File: src/rtl/axi4aw_arbiter.sv
// Two-requester round-robin arbiter for one AXI4 AW channel, with a registered
// output slice and a write-order FIFO that tells the W mux which source goes next.
module axi4aw_arbiter #(
  parameter int ORDER_DEPTH = 4,
  parameter int ADDR_W      = 32
) (
  input  logic              clk,
  input  logic              rst,
  // requester 0
  input  logic              s0_awvalid,
  output logic              s0_awready,
  input  logic [ADDR_W-1:0] s0_awaddr,
  input  logic [7:0]        s0_awlen,
  input  logic [2:0]        s0_awsize,
  input  logic [1:0]        s0_awburst,
  input  logic              s0_awlock,
  input  logic [3:0]        s0_awcache,
  input  logic [2:0]        s0_awprot,
  input  logic [3:0]        s0_awregion,
  input  logic [3:0]        s0_awqos,
  // requester 1
  input  logic              s1_awvalid,
  output logic              s1_awready,
  input  logic [ADDR_W-1:0] s1_awaddr,
  input  logic [7:0]        s1_awlen,
  input  logic [2:0]        s1_awsize,
  input  logic [1:0]        s1_awburst,
  input  logic              s1_awlock,
  input  logic [3:0]        s1_awcache,
  input  logic [2:0]        s1_awprot,
  input  logic [3:0]        s1_awregion,
  input  logic [3:0]        s1_awqos,
  // downstream
  output logic              m_awvalid,
  input  logic              m_awready,
  output logic              m_awid,
  output logic [ADDR_W-1:0] m_awaddr,
  output logic [7:0]        m_awlen,
  output logic [2:0]        m_awsize,
  output logic [1:0]        m_awburst,
  output logic              m_awlock,
  output logic [3:0]        m_awcache,
  output logic [2:0]        m_awprot,
  output logic [3:0]        m_awregion,
  output logic [3:0]        m_awqos,
  // write-order FIFO
  output logic              wsel_valid,
  output logic              wsel,
  input  logic              wsel_pop,
  output logic              order_full
);

  localparam int PW = $clog2(ORDER_DEPTH);

  typedef struct packed {
    logic [ADDR_W-1:0] addr;
    logic [7:0]        len;
    logic [2:0]        size;
    logic [1:0]        burst;
    logic              lock;
    logic [3:0]        cache;
    logic [2:0]        prot;
    logic [3:0]        region;
    logic [3:0]        qos;
  } aw_t;

  aw_t req0, req1, slice;
  logic last_grant, can_load, gnt_vld, gnt, push, pop;

  logic [ORDER_DEPTH-1:0] order_mem;
  logic [PW-1:0]          wr_ptr, rd_ptr;
  logic [PW:0]            count;

  assign req0 = '{s0_awaddr, s0_awlen, s0_awsize, s0_awburst, s0_awlock,
                  s0_awcache, s0_awprot, s0_awregion, s0_awqos};
  assign req1 = '{s1_awaddr, s1_awlen, s1_awsize, s1_awburst, s1_awlock,
                  s1_awcache, s1_awprot, s1_awregion, s1_awqos};

  assign order_full = (count == (PW+1)'(ORDER_DEPTH));
  assign wsel_valid = (count != '0);
  assign wsel       = order_mem[rd_ptr];

  // Slice may take a new beat when empty or draining this cycle, and only if
  // the order FIFO has room to record it.
  assign can_load = (!m_awvalid || m_awready) && !order_full;

  always_comb begin
    gnt_vld = 1'b0;
    gnt     = 1'b0;
    if (can_load) begin
      unique case ({s1_awvalid, s0_awvalid})
        2'b01:   begin gnt_vld = 1'b1; gnt = 1'b0;        end
        2'b10:   begin gnt_vld = 1'b1; gnt = 1'b1;        end
        2'b11:   begin gnt_vld = 1'b1; gnt = ~last_grant; end
        default: begin gnt_vld = 1'b0; gnt = 1'b0;        end
      endcase
    end
  end

  assign s0_awready = gnt_vld && !gnt;
  assign s1_awready = gnt_vld &&  gnt;
  assign push       = gnt_vld;
  assign pop        = wsel_pop && wsel_valid;

  assign m_awaddr   = slice.addr;
  assign m_awlen    = slice.len;
  assign m_awsize   = slice.size;
  assign m_awburst  = slice.burst;
  assign m_awlock   = slice.lock;
  assign m_awcache  = slice.cache;
  assign m_awprot   = slice.prot;
  assign m_awregion = slice.region;
  assign m_awqos    = slice.qos;

  always_ff @(posedge clk) begin
    if (rst) begin
      m_awvalid  <= 1'b0;
      m_awid     <= 1'b0;
      slice      <= '0;
      last_grant <= 1'b1;
    end else if (gnt_vld) begin
      m_awvalid  <= 1'b1;
      m_awid     <= gnt;
      slice      <= gnt ? req1 : req0;
      last_grant <= gnt;
    end else if (m_awready) begin
      m_awvalid  <= 1'b0;
    end
  end

  always_ff @(posedge clk) begin
    if (rst) begin
      order_mem <= '0;
      wr_ptr    <= '0;
      rd_ptr    <= '0;
      count     <= '0;
    end else begin
      if (push) begin
        order_mem[wr_ptr] <= gnt;
        wr_ptr            <= wr_ptr + 1'b1;
      end
      if (pop) rd_ptr <= rd_ptr + 1'b1;
      count <= count + (PW+1)'(push) - (PW+1)'(pop);
    end
  end

endmodule

File: config.mk
export PLATFORM = sky130hd
export DESIGN_NAME = axi4aw_arbiter
export DESIGN_NICKNAME = d
export VERILOG_FILES = /design/src/rtl/axi4aw_arbiter.sv
export SDC_FILE = /design/constraint.sdc
export NUM_CORES = 1
export LEC_CHECK = 0
export BUFFER_PORTS_ARGS = -buffer_cell sky130_fd_sc_hd__buf_2
export CORE_MARGIN = 5
export CORE_UTILIZATION = 46
export DETAILED_ROUTE_END_ITERATION = 12
export HOLD_SLACK_MARGIN = 0.15
export MAX_ROUTING_LAYER = met4
export PLACE_DENSITY_LB_ADDON = 0.12
export SYNTH_ARGS = -nofsm -noshare
export SYNTH_HDL_FRONTEND = slang
export SYNTH_SLANG_ARGS = --single-unit
File: constraint.sdc
create_clock -name clk -period 3.4 [get_ports clk]
set_clock_uncertainty 0.05 [all_clocks]
set_input_delay 0.51 -clock clk [delete_from_list [all_inputs] [get_ports clk]]
set_output_delay 0.51 -clock clk [all_outputs]
set_load 0.005 [all_outputs]
# Word-level counts from Yosys, hierarchy flattened
# Index checks and enable logic that the tools add are counted.
# totals
register_bits,75
latchBits,0
ramBits,0
rom_bits,0
output_inout_bits,68
elab_cells,52
n_memories,0
# classes
add_sub_neg,4
n_mul,0
div_mod_pow,0
magnitude_cmp,3
n_eq_ne,4
shifts,0
mux,12
bitwise,1
reduce_logical,12
# op_table
operator,n
$mux W61,1
$mux W1,7
$lt A2 B3 Y1 const B,2
$logic_and A1 B1 Y1,5
$add A2 B1 Y2 const B,2
$bwmux W4,1
$eq A2 B2 Y1 const B,2
$add A3 B1 Y3,1
$eq A3 B3 Y1 const B,1
$logic_not A1 Y1,3
$reduce_bool A3 Y1,1
$reduce_or A3 Y1,1
$sub A3 B1 Y3,1
$bmux W1 S2,1
$demux W1 S2,1
$eq A2 B1 Y1 const B,1
$ge A2 B1 Y1 const B,1
$pmux W1 S2,1
$reduce_bool A2 Y1,1
$logic_or A1 B1 Y1,1
$not A1 Y1,1

# Longest topological paths before layout
# depth
depth_word,6
ltp_mapped,11

# Worst setup path after synthesis
# OpenSTA, ideal clock, no wires.
# synth_path
path_type,reg-to-reg
startpoint,register count[1]
endpoint,register count[2]
t_arrival_ns,2.234
required_time_ns,3.271
path_slack_ns,1.038
path_stages_with_launch,12
period_less_slack_ns,2.362
cell_sequence,dfxtp_1 -> or3b_1 -> buf_6 -> inv_6 -> nor3_4 -> buf_6 -> ha_1 -> inv_1 -> fa_1 -> xor2_1 -> and2_1 -> nor3_1
# synth_between
elab_chain_cells,6
# synth_lines
element,line_no,rtl
"start, declared",72,logic [PW:0] count;
"start signal, assigned",143,count <= count + (PW+1)'(push) - (PW+1)'(pop);
$eq A3 B3 Y1,79,assign order_full = (count == (PW+1)'(ORDER_DEPTH));
net order_full,50,output logic order_full
$logic_not A1 Y1,85,assign can_load = (!m_awvalid || m_awready) && !order_full;
$logic_and A1 B1 Y1,85,
$mux W1,90,if (can_load) begin
net gnt_vld,68,"logic last_grant, can_load, gnt_vld, gnt, push, pop;"
$add A3 B1 Y3,143,
$sub A3 B1 Y3,143,
# The timed path passes the listed nets, and every way through them passes these cells.
# A chain may end at the register's enable or synchronous reset.

# Final worst setup path
# layout_path
startpoint,register count[1]
endpoint,output s0_awready
# layout_between
elab_chain_cells,6
# layout_lines
element,line_no,rtl
$eq A3 B3 Y1 (*),79,
$logic_not A1 Y1 (*),85,
$logic_and A1 B1 Y1 (*),85,
$mux W1,90,
$logic_not A1 Y1,100,assign s0_awready = gnt_vld && !gnt;
$logic_and A1 B1 Y1 (*),100,
"end, declared",11,"output logic s0_awready,"
# Every way passes the cells marked *; elsewhere a longest branch is shown, timed or not.

==> metrics.md <==
| Metric | Value |
|---|---|
| Status | `completed` |
| H-Tree Level Count | `3` |
| Mux contribution to synthesized area | `16.9%` |
| Die Span X | `103 um` |
| Gr usage total | `20.2%` |
| Initial core utilization | `46.3%` |
| Max incr delay on CP | `0.48 ns` |
| Maximum VDD drop | `0.000367 V` |
| Hold_sp | `order_mem[0]` |
| Synth Instances | `367` |
| CTS buffer count | `9` |
| Antenna diodes | `0` |
| CP Max Fanout | `20` |
| First-pass GRT wire length | `16.8 mm` |
| Chip height | `103 um` |
| Compound-cell area share of the yosys netlist | `30.6%` |
| RSZ-0062 raised after global routing | `no` |
| Min Tclk post-route | `2.41 ns` |
| Simple-gate area share of the yosys netlist | `4.44%` |
| Final WL | `10.8 mm` |
| Ys Warns | `0` |
| Number of flops mapped to enable cells by yosys | `0` |
| TNS Setup | `0 ns` |
| Setup Buffers After CTS | `0` |
| Area share of fa/ha/maj cells after synthesis | `2.39%` |
| Post-route DRC violation count | `0` |
| CTS tree | `built` |
| Clock Sink Count | `75` |
| Setup crit start kind | `register` |
| Critical-path cell with the highest stage delay | `or3b_2` |
| XOR/XNOR Fraction of Synth Area | `0.661%` |
| Clock Latency Late Sink | `0.34 ns` |
| Async SR Flop Fraction | `0%` |
| Hpwl dp | `7.50 mm` |
| Number of I/O port buffers | `195` |
| I/O pins | `196` |
| Worst setup path start | `count[1]` |
| Synth-to-layout area growth | `29.0%` |
| LEAKAGE | `2.30 nW` |
| Initial antenna violation count | `0` |
| Die area | `10,600 um^2` |
| Main combinational cell family by area after synthesis | `compound AO/OA/AOI/OAI gates` |
| Ratio of cells with drive above 1 in the final layout | `52.6%` |
| Site Rows | `34` |
| Synth cell types | `37` |
| Hold buffer count at cts | `0` |
| Core area | `8590 um^2` |
| Endpoints failing setup | `0` |
| Flops & latches, synth | `75` |
| CP arrival | `1.85 ns` |
| Crit path kind | `reg2out` |
| Drt pass-1 iters | `4` |
| Wire per inst | `16.6 um` |
| Total power | `3.27 mW` |
| Mapped Area | `3980 um^2` |
| CTS Buffer Depth | `2` |
| Critical path cell sequence | `or3b_2, inv_6, nor4_1, buf_2` |
| Slew @ Worst Pin | `0.991 ns` |
| Via count | `3,573` |
| Post-synth net total | `502` |
| Initial drt markers | `73` |
| WP data required | `2.84 ns` |
| Crit end category | `output pin` |
| GP Congestion | `0.742` |
| Syn avg cell area | `10.8 um^2` |
| Buf+Inv Stages, Crit Path | `2` |
| Worst Hold Class | `reg2reg` |
| Layout net count | `669` |
| Fmax | `0.414 GHz` |
| Root buffer selected by CTS | `clkbuf_8` |
| Remaining Overflow, GRT | `0` |
| CTS clk-pin slew, worst paths | `0.08 ns` |
| Critical path's top delay family | `simple AND/OR/NAND/NOR gates` |
| Cell Pwr Density | `637 nW/um^2` |
| Main synth FF type | `dfxtp_1` |
| # resized after CTS | `0` |
| Largest net degree at the start of global routing | `66` |
| Vias/cell | `5.53` |
| Final worst-path cycle share | `71.0%` |
| Max-Cap Viols | `0` |
| Sequential cell area fraction in the yosys report | `37.7%` |
| Vias in the first global route | `3,491` |
| Max-slew violation count | `0` |
| Post-route ant nets | `0` |
| Worst r2r src | `count[1]` |
| Fillers | `762` |
| Final hold violation count | `0` |
| Max transition margin | `33.9%` |
## metal layers
metal / GRT usage [%] / vias to the layer above / part of all wire, %
met5: - / - / 0
met4: 7.27 / 0 / 1.6
met3: 3.79 / 16 / 8.9
met2: 31.5 / 158 / 47
met1: 26.0 / 1644 / 43
li1: - / 1755 / -
## tightest hold or removal path, cell delays in order (launching register included)
cell and delay (ns):
dfxtp_1 0.31, nand2b_1 0.06, mux2i_1 0.06
## state kept, by name (all words and copies together) (netlist names)
name / cells
m_awsize: 3
m_awid: 1
last_grant: 1
m_awqos: 4
rd_ptr: 2
m_awaddr: 32
m_awprot: 3
order_mem: 4
wr_ptr: 2
count: 3
m_awregion: 4
m_awlen: 8
m_awburst: 2
m_awlock: 1
m_awvalid: 1
m_awcache: 4
## layout by cell type, fill, tap and decap left out, drive strengths merged, types with 3 or more instances in the layout
cell type	synthesis	layout
inv	7	7
a211oi	61	61
nor2	6	6
buf	18	202
nand4	7	7
o31ai	3	3
clkbuf	28	10
ha	6	6
nand2b	6	6
mux2i	65	65
bufinv	0	3
a31oi	61	61
dfxtp	75	75
a21oi	4	4
## area by class of cell
cell class,count,area [um^2],area share (%)
inverters,7,31.3,0.609
clock inverters,5,103,2.00
clock buffers,10,128,2.49
well taps,108,135,2.63
repair buffers,202,1030,20.1
flip-flops and latches,75,1500,29.3
multi-input cells,239,2200,42.9
## final timing paths
path                   end  slack (ns)  cells after the start
max             s0_awready        0.99                      4
min           order_mem[0]        0.43                      2
max reg2reg  m_awregion[1]        0.99                      5
min reg2reg   order_mem[0]        0.43                      2
## power by group
part | internal (mW) | leakage (nW) | switching, mW
Combinational | 0.565 | 1.57 | 0.691
Clock | 0.483 | 0.112 | 0.321
Sequential | 1.09 | 0.623 | 0.123
## synthesized netlist by cell type (6+ instances only)
cell type / n / area share [%]
a31oi_1: 61 / 9.6
a211oi_2: 59 / 19
clkbuf_1: 25 / 2.4
ha_1: 6 / 1.9
buf_6: 7 / 2.0
nand2b_1: 6 / 0.94
nand4_1: 7 / 1.1
mux2i_1: 65 / 16
inv_1: 6 / 0.57
dfxtp_1: 75 / 38
nor2_1: 6 / 0.57
## cell families after synthesis
family          Yosys count
xor+xnor                  3
compound gates          134
fa+ha+maj                 7
buf+inv                  53
mux                      66
simple gates             29
flops                    75
## per-stage QoR
stage	util [%]	setup slack [ns]	cells	hold slack [ns]	area (um^2)
after floorplan	-	1.04	367	0.399	3980
after global placement	57.0	1.09	631	0.415	4900
after detailed placement	57.0	1.03	631	0.421	4900
after CTS	59.7	0.997	646	0.433	5130
after global routing	59.7	0.805	646	0.454	5130
final	59.7	0.986	646	0.432	5130
No activity file was read; power rests on OpenSTA's default activity.
